## src/rtl/fpu_wb_master.sv

```systemverilog
// Wishbone classic initiator for the FPU register block: writes operands, rounding
// mode and op-select, polls status until done, then returns result and exceptions.
module fpu_wb_master #(
  parameter logic [31:0] BASE_ADDR   = 32'h3000_0000,
  parameter logic [7:0]  OPA_OFF     = 8'h00,
  parameter logic [7:0]  OPB_OFF     = 8'h04,
  parameter logic [7:0]  OPC_OFF     = 8'h08,
  parameter logic [7:0]  FRM_OFF     = 8'h0C,
  parameter logic [7:0]  OP_OFF      = 8'h10,
  parameter logic [7:0]  RES_OFF     = 8'h14,
  parameter logic [7:0]  STAT_OFF    = 8'h18,
  parameter int unsigned ACK_TIMEOUT = 255,
  parameter int unsigned POLL_MAX    = 64
) (
  input  logic        wb_clk_i,
  input  logic        wb_rst_i,
  input  logic        cmd_valid,
  output logic        cmd_ready,
  input  logic [31:0] cmd_opa,
  input  logic [31:0] cmd_opb,
  input  logic [31:0] cmd_opc,
  input  logic [2:0]  cmd_frm,
  input  logic [12:0] cmd_op,
  output logic        resp_valid,
  input  logic        resp_ready,
  output logic [31:0] resp_result,
  output logic [4:0]  resp_exc,
  output logic [1:0]  resp_err,
  output logic        busy,
  output logic        wbm_cyc_o,
  output logic        wbm_stb_o,
  output logic        wbm_we_o,
  output logic [3:0]  wbm_sel_o,
  output logic [31:0] wbm_adr_o,
  output logic [31:0] wbm_dat_o,
  input  logic        wbm_ack_i,
  input  logic [31:0] wbm_dat_i
);

  typedef enum logic [3:0] {
    IDLE, WR_A, WR_B, WR_C, WR_FRM, WR_OP, RD_STAT, RD_RES, RESP
  } state_t;

  localparam int ACK_W  = $clog2(ACK_TIMEOUT + 1);
  localparam int POLL_W = $clog2(POLL_MAX + 1);

  state_t            state, state_n;
  logic              gap, gap_n;
  logic [31:0]       opa_q, opb_q, opc_q;
  logic [2:0]        frm_q;
  logic [12:0]       op_q;
  logic [ACK_W-1:0]  ack_cnt;
  logic [POLL_W-1:0] poll_cnt;
  logic [4:0]        stat_exc;
  logic [7:0]        offset;
  logic [31:0]       wdata;
  logic              is_write, in_beat, active, accept, beat_done, timeout, poll_more;

  assign cmd_ready  = (state == IDLE);
  assign resp_valid = (state == RESP);
  assign busy       = (state != IDLE);
  assign accept     = cmd_valid & cmd_ready;
  assign in_beat    = (state != IDLE) && (state != RESP);
  // gap marks the one idle bus cycle between consecutive beats
  assign active     = in_beat & ~gap;
  assign beat_done  = active & wbm_ack_i;
  assign timeout    = active & ~wbm_ack_i & (ack_cnt == ACK_W'(ACK_TIMEOUT - 1));
  assign poll_more  = (32'(poll_cnt) + 32'd1) < 32'(POLL_MAX);

  assign wbm_cyc_o = active;
  assign wbm_stb_o = active;
  assign wbm_we_o  = active & is_write;
  assign wbm_sel_o = active ? 4'hF : 4'h0;
  assign wbm_adr_o = active ? (BASE_ADDR + {24'h0, offset}) : 32'h0;
  assign wbm_dat_o = (active & is_write) ? wdata : 32'h0;

  always_comb begin
    // NOTE: every signal written here gets a default first, so no path infers a latch.
    state_n  = state;
    gap_n    = gap;
    offset   = 8'h00;
    wdata    = 32'h0;
    is_write = 1'b0;

    case (state)
      WR_A:    begin offset = OPA_OFF; wdata = opa_q;           is_write = 1'b1; end
      WR_B:    begin offset = OPB_OFF; wdata = opb_q;           is_write = 1'b1; end
      WR_C:    begin offset = OPC_OFF; wdata = opc_q;           is_write = 1'b1; end
      WR_FRM:  begin offset = FRM_OFF; wdata = {29'h0, frm_q};  is_write = 1'b1; end
      WR_OP:   begin offset = OP_OFF;  wdata = {19'h0, op_q};   is_write = 1'b1; end
      RD_STAT: offset = STAT_OFF;
      RD_RES:  offset = RES_OFF;
      default: ;
    endcase

    case (state)
      IDLE: if (cmd_valid) begin
        state_n = WR_A;
        gap_n   = 1'b0;
      end
      RESP: if (resp_ready) state_n = IDLE;
      default: begin
        if (gap) begin
          gap_n = 1'b0;
        end else if (beat_done) begin
          gap_n = 1'b1;
          case (state)
            WR_A:    state_n = WR_B;
            WR_B:    state_n = op_q[10] ? WR_C : WR_FRM;
            WR_C:    state_n = WR_FRM;
            WR_FRM:  state_n = WR_OP;
            WR_OP:   state_n = RD_STAT;
            RD_STAT: state_n = wbm_dat_i[0] ? RD_RES : (poll_more ? RD_STAT : RESP);
            default: state_n = RESP;
          endcase
        end else if (timeout) begin
          state_n = RESP;
        end
      end
    endcase
  end

  always_ff @(posedge wb_clk_i) begin
    // NOTE: sequential state uses non-blocking assignments so all registers sample pre-edge values.
    if (wb_rst_i) begin
      state <= IDLE;
      gap   <= 1'b0;
    end else begin
      state <= state_n;
      gap   <= gap_n;
    end
  end

  // NOTE: the command latch has no reset; it is only read in states entered after a fresh accept.
  always_ff @(posedge wb_clk_i) begin
    if (accept) begin
      opa_q <= cmd_opa;
      opb_q <= cmd_opb;
      opc_q <= cmd_opc;
      frm_q <= cmd_frm;
      op_q  <= cmd_op;
    end
  end

  always_ff @(posedge wb_clk_i) begin
    if (wb_rst_i) begin
      ack_cnt     <= '0;
      poll_cnt    <= '0;
      stat_exc    <= '0;
      resp_result <= '0;
      resp_exc    <= '0;
      resp_err    <= '0;
    end else begin
      if (accept) begin
        ack_cnt  <= '0;
        poll_cnt <= '0;
      end else if (in_beat && gap) begin
        ack_cnt <= '0;
      end else if (active && !wbm_ack_i) begin
        ack_cnt <= ack_cnt + ACK_W'(1);
      end

      if (beat_done && state == RD_STAT) begin
        poll_cnt <= poll_cnt + POLL_W'(1);
        if (wbm_dat_i[0]) begin
          stat_exc <= wbm_dat_i[5:1];
        end else if (!poll_more) begin
          resp_result <= '0;
          resp_exc    <= '0;
          resp_err    <= 2'b10;
        end
      end

      if (beat_done && state == RD_RES) begin
        resp_result <= wbm_dat_i;
        resp_exc    <= stat_exc;
        resp_err    <= 2'b00;
      end

      if (timeout) begin
        resp_result <= '0;
        resp_exc    <= '0;
        resp_err    <= 2'b01;
      end
    end
  end

endmodule

```

## config.mk

```make
export PLATFORM = sky130hd
export DESIGN_NAME = fpu_wb_master
export DESIGN_NICKNAME = d
export VERILOG_FILES = /design/src/rtl/fpu_wb_master.sv
export SDC_FILE = /design/constraint.sdc
export NUM_CORES = 1
export LEC_CHECK = 0
export BUFFER_PORTS_ARGS = -buffer_cell sky130_fd_sc_hd__buf_2
export CAP_MARGIN = 30
export CORE_MARGIN = 2
export CORE_UTILIZATION = 45
export CTS_CLUSTER_DIAMETER = 150
export DETAILED_ROUTE_END_ITERATION = 10
export GPL_ROUTABILITY_DRIVEN = 1
export PLACE_DENSITY = 0.79
export SYNTH_ARGS = -nofsm -noshare
export SYNTH_HDL_FRONTEND = slang
export SYNTH_SLANG_ARGS = --single-unit
```

## constraint.sdc

```tcl
create_clock -name wb_clk_i -period 3.75 [get_ports wb_clk_i]
set_clock_uncertainty 0.15 [all_clocks]
set_input_delay 0.375 -clock wb_clk_i [delete_from_list [all_inputs] [get_ports wb_clk_i]]
set_output_delay 0.375 -clock wb_clk_i [all_outputs]
set_load 0.02 [all_outputs]
```

### After elaboration in Yosys (flattened, before gate mapping)

Cells that the tools add are included.

| word-level totals | value |
|---|---|
| register bits after elaboration | 176 |
| latch bits | 0 |
| memory bits (writable) | 0 |
| ROM bits | 0 |
| input bits | 149 |
| output and inout port bits | 113 |
| word-level logic and storage cells | 104 |
| memories | 0 |

| operators by class | value |
|---|---|
| $add $sub $neg | 4 |
| $mul | 0 |
| divide/modulo/power cells | 0 |
| order comparisons | 1 |
| equality and inequality tests | 17 |
| shift operators | 0 |
| muxes and demuxes | 35 |
| bitwise operators | 11 |
| reduce and logical (&&, ||, !) cells | 22 |

Operators by type and width:

| kind | count |
|---|---|
| 32-bit two-way mux | 5 |
| 32-bit case mux with 5 select lines | 1 |
| 4-bit two-way mux | 8 |
| 30-bit by 8-bit adder with 31-bit output (first input constant) | 1 |
| 31-bit two-way mux | 1 |
| 5-bit case mux with 6 select lines | 1 |
| 4-bit case mux with 6 select lines | 1 |
| 5-bit two-way mux | 4 |
| 4-bit by 3-bit equality test with 1-bit output (second input constant) | 4 |
| 7-bit two-way mux | 2 |
| 1-bit two-way mux | 9 |
| 3-bit AND reduction | 3 |
| 7-bit by 1-bit adder with 8-bit output (second input constant) | 1 |
| 8-bit by 1-bit adder with 8-bit output (second input constant) | 1 |
| 4-bit by 2-bit equality test with 1-bit output (second input constant) | 2 |
| 8-bit equality test (second input constant) | 1 |
| 8-bit by 7-bit less-than comparator with 1-bit output (second input constant) | 1 |
| 4-bit case mux with 2 select lines | 1 |
| 4-bit nonzero test | 2 |
| 7-bit by 1-bit adder with 7-bit output (second input constant) | 1 |
| 1-bit AND | 6 |
| 2-bit by 1-bit inequality test with 1-bit output (second input constant) | 3 |
| 3-bit OR reduction | 2 |
| 1-bit logical AND | 5 |
| other kinds (18) | 24 |

### Depth between registers and ports, before layout

Gate-level depths: netlist (run 1).

| depth | value |
|---|---|
| depth in word-level cells | 9 |
| mapped depth | 8 |
| depth with buffers taken out | 5 |

### Least setup slack after synthesis (run 1)

OpenSTA, ideal clock, no wires.

| timing | value |
|---|---|
| path type | flip-flop to flip-flop |
| from | register state[3] |
| to | register frm_q[0], enable pin |
| setup time | 0.466 ns |
| arrival | 3.923 ns |
| required time | 3.134 ns |
| path slack | -0.789 ns |
| cell stages (with the launch flop) | 5 |
| buffers on the path | 1 |
| clock period less this slack | 4.539 ns |
| path through | dfxtp_1 > clkbuf_1 > nor4_1 > nand2_1 > inv_1 |

| on the way | value |
|---|---|
| cells in the longest elaborated chain, start to end | 2 |

Ends and longest elaborated chain:

| element | line | text |
|---|---|---|
| start, declared | 47 | `state_t state, state_n;` |
| start signal, assigned | 129 | `state <= state_n;` |
| 4-bit logical NOT | 59 | `assign cmd_ready = (state == IDLE);` |
| net cmd_ready | 18 | `output logic cmd_ready,` |
| 1-bit AND | 62 | `assign accept = cmd_valid & cmd_ready;` |
| net accept | 57 | `logic is_write, in_beat, active, accept, beat_done, timeout, poll_more;` |
| end signal, assigned | 140 | `frm_q <= cmd_frm;` |
| end, declared | 50 | `logic [2:0] frm_q;` |

The timed path passes the listed nets, and every way through them passes these cells.
A chain may end at the register's enable or synchronous reset.

### Final worst setup path (run 1)

| timing | value |
|---|---|
| from | register state[0] |
| to | output wbm_dat_o[20] |

| on the way | value |
|---|---|
| cells in the longest elaborated chain, start to end | 5 |
| elaborated cells between the ends (all ways) | 14 |
| classes of those cells | eq/ne: 6; mux: 3; bitwise: 2; reduce/logical: 3 |

Ends and longest elaborated chain:

| element | line | text |
|---|---|---|
| 4-bit by 3-bit equality test with 1-bit output (tied with other cells) | 85 | `case (state)` |
| 5-bit OR reduction (no line) / 1-bit logical AND (equally long branches) | -- |  |
| 1-bit two-way mux / 1-bit AND (equally long branches) | 85, 65 |  |
| 1-bit AND | 75 | `assign wbm_dat_o = (active & is_write) ? wdata : 32'h0;` |
| 32-bit two-way mux (*) | 75 |  |
| end, declared | 35 | `output logic [31:0] wbm_dat_o,` |

Mark *: on every way between the ends. The rest lies on a longest branch, timed or not.

==> metrics.txt, run 1 <==
Hold Startpoint wbm_dat_i[25]; Max transition margin 0.387; placed cell count 1,012; H-tree depth 4; CTS tree done; Synth Cell Area about 7400 sq um; antenna cells 0; max-cap violations 0; Num CTS Buffers 17; crit path DAT about 2900 ps; Port Buffer Count about 230; grt met2 use 0.434; CTS-repair resized insts 0; drt total wl between 20,000 and 25,000 microns; Final Non-Filler Cells ~1,200; antenna viol nets, final 0; crit share post-route 0.911; fraction of registers with async set or reset after synthesis 0; P&R area growth vs syn 39.5%; Post-synth EDFFs about 110; setup TNS 0 ps; drc violations 0; Clock Root Buffer clkbuf_16; die area 17,400 sq um; antenna violations before repair 0; insertion delay to the later sink of the worst-skew pair about 420 ps; total gr overflow 0; Multi-input gate area between 2000 and 2500 sq um; core area approximately 16,000 sq um; FMAX approximately 290 MHz; hold crit path type input port to register; GRT Max-Usage Layer met2; clock slew at reported path FFs ~70 ps; Final Max Slew Viols 0; maximum number of pins on one net before global-route repair 88; vias in the first global route ~6,400; wire length per cell just under 20 microns; clk sinks ~180; ys flop type edfxtp_1; row count 46; RePlAce Congestion around 0.85; share of post-route cells with drive strength above 1 0.310; Synth Instances 612; DR vias ~6,600; DP Wirelength around 13,000 microns; most common cell after layout, fill and taps aside buf_2; register area ~4600 sq um; final hold vios 0; Crit path largest cell delay 730 ps; met1 usage 0.314; status completed; VDD IR max roughly 0.3 mV; FF-to-FF Start state[0]; Worst-Margin Slew 919 ps; Avg Cell Area, Syn roughly 12 sq um; crit path launch type register; Synth top area share 0.457; sequential fraction of the synthesis area 0.632; data required time of the worst path 3220 ps; most frequent cells in the layout buf_2 (234), edfxtp_1 (112), dlygate4sd3_1 (112); met3 usage 0.0600; fill count about 1,200; Distinct cells, synth 53; DRT iter0 DRCs between 500 and 600; final net count about 1,100; critical path, cell by cell nand2b_1 -> nor2_2 -> buf_4 -> a222oi_1 -> nor2_1 -> buf_2; dpl cell area ~8600 sq um; Pwr Density 460 nW/um^2; slowest CP cell nor2_2; top cell type by total area after synthesis edfxtp_1; TritonRoute pass-1 iters 8; final worst path period need approximately 3400 ps; top post-synthesis cells by area edfxtp_1 (46%), dfxtp_1 (17%), o2111ai_1 (4.4%); Die X ~130 microns; Design Power ~4.7 mW; Lkg Pwr approximately 4.0 nW; CTS max path bufs 2; Starting Density 0.461; Vias/cell between 5 and 6; yosys warns 0; Ports roughly 260; Yosys reg bits 176; Critical Path End Type primary output; Crit. Startpoint state[0]; final setup violation count 0; first-pass GRT wire length 34,900 microns; RSZ-0062 raised after global routing no; Final Cell Area 10,300 sq um; Die Ht between 100 and 150 microns; Worst Path Max Fanout 19; Final Core Density 0.644; critical setup path kind register to primary output; gr usage total 0.255
## state kept, by name, indices dropped and copies added (netlist names)
register	cells
opa_q	32
opb_q	32
opc_q	32
resp_result	32
op_q	13
ack_cnt	8
poll_cnt	7
resp_exc	5
stat_exc	5
state	4
frm_q	3
resp_err	2
gap	1
## cell usage after synthesis (5+ instances only)
master       n
edfxtp_1   112
dfxtp_1     64
clkbuf_1    51
nand3_1     48
nor2_1      38
o2111ai_1   37
o22ai_1     37
buf_4       34
a22oi_1     27
nand2_1     20
a21oi_1     19
a222oi_1    19
inv_1        8
nor3_1       8
a31oi_1      7
mux2i_1      6
a311oi_1     5
nand2b_1     5
## critical path: cells and delay by family, from the launching register on
family	cells	cell delay [ps]
buffers and inverters	2	530
and+or+nand+nor	3	1090
DFF	1	670
AOI/OAI and AO/OA	1	160
## logic make-up (layout without fill, tap and decap cells)
kind of cell,count (synthesis),in the layout,share of synthesized area
compound gates,170,170,0.175
xor+xnor,7,7,0.00834
fa+ha+maj,3,3,0.00510
buf+inv,100,402,0.0701
flops,176,176,0.632
mux,6,6,0.00817
other cells,1,27,0.000510
simple gates,149,149,0.102
## area by class of cell
cell class | count | area share
clock buffers | 17 | 0.0415
clock inverters | 14 | 0.0137
inverters | 8 | 0.00329
multi-input cells | 362 | 0.225
flip-flops and latches | 176 | 0.453
well taps | 216 | 0.0263
repair buffers | 363 | 0.237
## stage by stage
step                      setup slack [ps]  hold slack (ps)
after CTS                              424             45.8
after global routing                   138             58.0
after detailed placement               898              312
after global placement                1000              312
after floorplan                        242              302
final                                  334             68.6
## where the power goes
part           internal, mW  total, mW  switching (mW)  leakage [nW]
logic                 0.240      0.656           0.415          2.18
clock network         0.884       1.72           0.834         0.273
registers              2.26       2.34          0.0849          1.58
total                  3.38       4.72            1.33          4.03
## layer usage
| layer | vias up | routed length [microns] |
|---|---|---|
| met5 | - | 0 |
| met4 | 0 | 708 |
| met3 | 52 | 2250 |
| met2 | 472 | 11000 |
| met1 | 3132 | 8590 |
| li1 | 2990 | - |
## path summary, 6_finish.rpt
kind,cells after the start,end,slack (ps)
max,6,wbm_dat_o[20],330
min,3,resp_result[25],70
max reg2reg,5,opc_q[12],940
min reg2reg,2,resp_exc[2],320
## repair_timing
action                                 in CTS  in global routing
endpoints found under the hold margin     112                  0
hold buffers                              112                  0
setup buffers                               0                  0
(Power assumes the default switching activity.)
==> run 2: changes to the inputs <==
--- a/config.mk
+++ b/config.mk
@@ -13,6 +13,7 @@
 export DETAILED_ROUTE_END_ITERATION = 10
 export GPL_ROUTABILITY_DRIVEN = 1
 export PLACE_DENSITY = 0.79
+export RECOVER_POWER = 25
 export SYNTH_ARGS = -nofsm -noshare
 export SYNTH_HDL_FRONTEND = slang
 export SYNTH_SLANG_ARGS = --single-unit
==> metrics.txt, run 2 (synthesis results as in run 1) <==
status completed; wire length per cell 19.5 microns (about the same); total gr overflow 0 (unchanged); TritonRoute pass-1 iters 7 (-1); final hold vios 0 (unchanged); clock share of power 0.364 (about the same); Pwr Density 460 nW/um^2 (+0.14%); Die X 132 microns (unchanged); hold depth 3 (unchanged); P_int 3.38 mW (about the same); final worst path period need 3410 ps (-1.70 ps); drc violations 0 (unchanged); Seq pwr share 0.497 (about the same); Clock Root Buffer clkbuf_16; Num CTS Buffers 17 (unchanged); RePlAce Congestion 0.854 (unchanged); Sw Share 0.283 (about the same); most frequent cells in the layout buf_2 (216), edfxtp_1 (112), dlygate4sd3_1 (112); Port Buffer Count 234 (unchanged); clock slew at reported path FFs 70 ps (about the same); Worst-Margin Slew 922 ps (+3.44 ps); antenna violations before repair 0 (unchanged); crit share post-route 0.911 (about the same); drt total wl 22,600 microns (about the same); vias in the first global route 6,390 (unchanged); flop-to-flop setup slack 940 ps (about the same); Final Max Slew Viols 0 (unchanged); row count 46 (unchanged); critical path, cell by cell nand2b_1 -> nor2_2 -> buf_4 -> a222oi_1 -> nor2_1 -> buf_2; Hold Startpoint wbm_dat_i[25]; hold crit path type input port to register; final net count 1,080 (unchanged); critical setup path kind register to primary output; FMAX 293 MHz (about the same); CTS tree done; Starting Density 0.461 (unchanged); Max transition margin 0.384 (-0.00229); antenna viol nets, final 0 (unchanged); RR Endpoint opc_q[12]; share of post-route cells with drive strength above 1 0.290 (-0.0191); Final Non-Filler Cells 1,156 (unchanged); max-cap violations 0 (unchanged); P&R area growth vs syn 39.2%; DR vias 6,678 (+0.48%); CTS-repair resized insts 0 (unchanged); Crit path largest cell delay 740 ps (about the same); CP delay by family, top simple AND/OR/NAND/NOR gates; Sw Pwr 1.33 mW (-0.11%); placed cell count 1,012 (unchanged); hold_buf cts 112 (unchanged); first-pass GRT wire length 34,900 microns (unchanged); final setup violation count 0 (unchanged); gr usage total 0.255 (unchanged); Die Ht 132 microns (unchanged); postcts setup bufs 0 (unchanged); maximum number of pins on one net before global-route repair 88 (unchanged); Ports 262 (unchanged); crit path launch type register; worst path buffer plus inverter count 2 (unchanged); combinational share of power 0.139 (about the same); DP Wirelength 12,700 microns (unchanged); FF-to-FF Start state[0]; Lkg Pwr 3.98 nW (-1.2%); Worst Reg2Reg Path Length in Cells 5 (unchanged); DRT iter0 DRCs 543 (-3.0%); crit path DAT 2890 ps (about the same); clk sinks 176 (unchanged); Critical Path End Type primary output; Crit. Startpoint state[0]; H-tree depth 4 (unchanged); RSZ-0062 raised after global routing no; antenna cells 0 (unchanged); Vias/cell 5.78 (+0.48%); most common cell after layout, fill and taps aside buf_2; insertion delay to the later sink of the worst-skew pair 420 ps (about the same); core area 15,900 sq um (unchanged); Worst Path Max Fanout 19 (unchanged); CTS max path bufs 2 (unchanged); setup TNS 0 ps (unchanged); VDD IR max 0.293 mV (-0.54%); data required time of the worst path 3220 ps (about the same); die area 17,400 sq um (unchanged); Min-Delay Endpoint resp_result[25]; slowest CP cell nor2_2
[run 2: cell count changes in the layout (fill, tap and decap cells not counted)]
cell and delta:
buf_1 +1, buf_2 -18, clkbuf_1 +17
[run 2: worst max-delay path by stage]
stage	end	slack, ps	cells after the start
floorplan	frm_q[0]	240	4
global placement	wbm_dat_o[19]	1000	6
detailed placement	wbm_dat_o[30]	900	6
CTS	wbm_dat_o[30]	420	6
global route	wbm_dat_o[20]	140	6
finish	wbm_dat_o[20]	340	6
[run 2: worst min-delay path, cell delays in order]
cell and delay (ps):
buf_2 100, nand3_1 50, o22ai_1 70
[run 2: final cells by class]
type	count	area (sq um)
multi-input combinational	362	2310
tap	216	270
inverter	8	33.8
timing repair buffer	363	2410
clock buffer	17	425
fill	1187	5710
clock inverter	14	140
sequential	176	4640
[run 2: metrics by stage]
stage	power (mW)	cell area, sq um	setup slack (ps)	hold slack (ps)	util
3_5_place_dp	2.90	8570	898	312	0.537
4_1_cts	4.66	10300	424	45.8	0.643
5_1_grt	4.87	10200	138	58.0	0.642
2_1_floorplan	2.72	7460	242	302	-
3_3_place_gp	2.89	8570	1000	312	0.537
6_report	4.71	10200	335	71.7	0.642
[run 2: power by group through the flow]
stage	Combinational (mW)	Clock, mW	Sequential [mW]
finish	0.654	1.72	2.34
global route	0.700	1.81	2.35
CTS	0.625	1.71	2.33
detailed placement	0.532	0	2.37
global placement	0.527	0	2.37
floorplan	0.383	0	2.34
[run 2: per-layer routing]
| layer | GRT usage | routed length, microns | vias up |
|---|---|---|---|
| met5 | 0 | 0 | - |
| met4 | 0.102 | 640 | 0 |
| met3 | 0.0600 | 2210 | 47 |
| met2 | 0.434 | 11100 | 484 |
| met1 | 0.314 | 8660 | 3155 |
| li1 | - | - | 2992 |
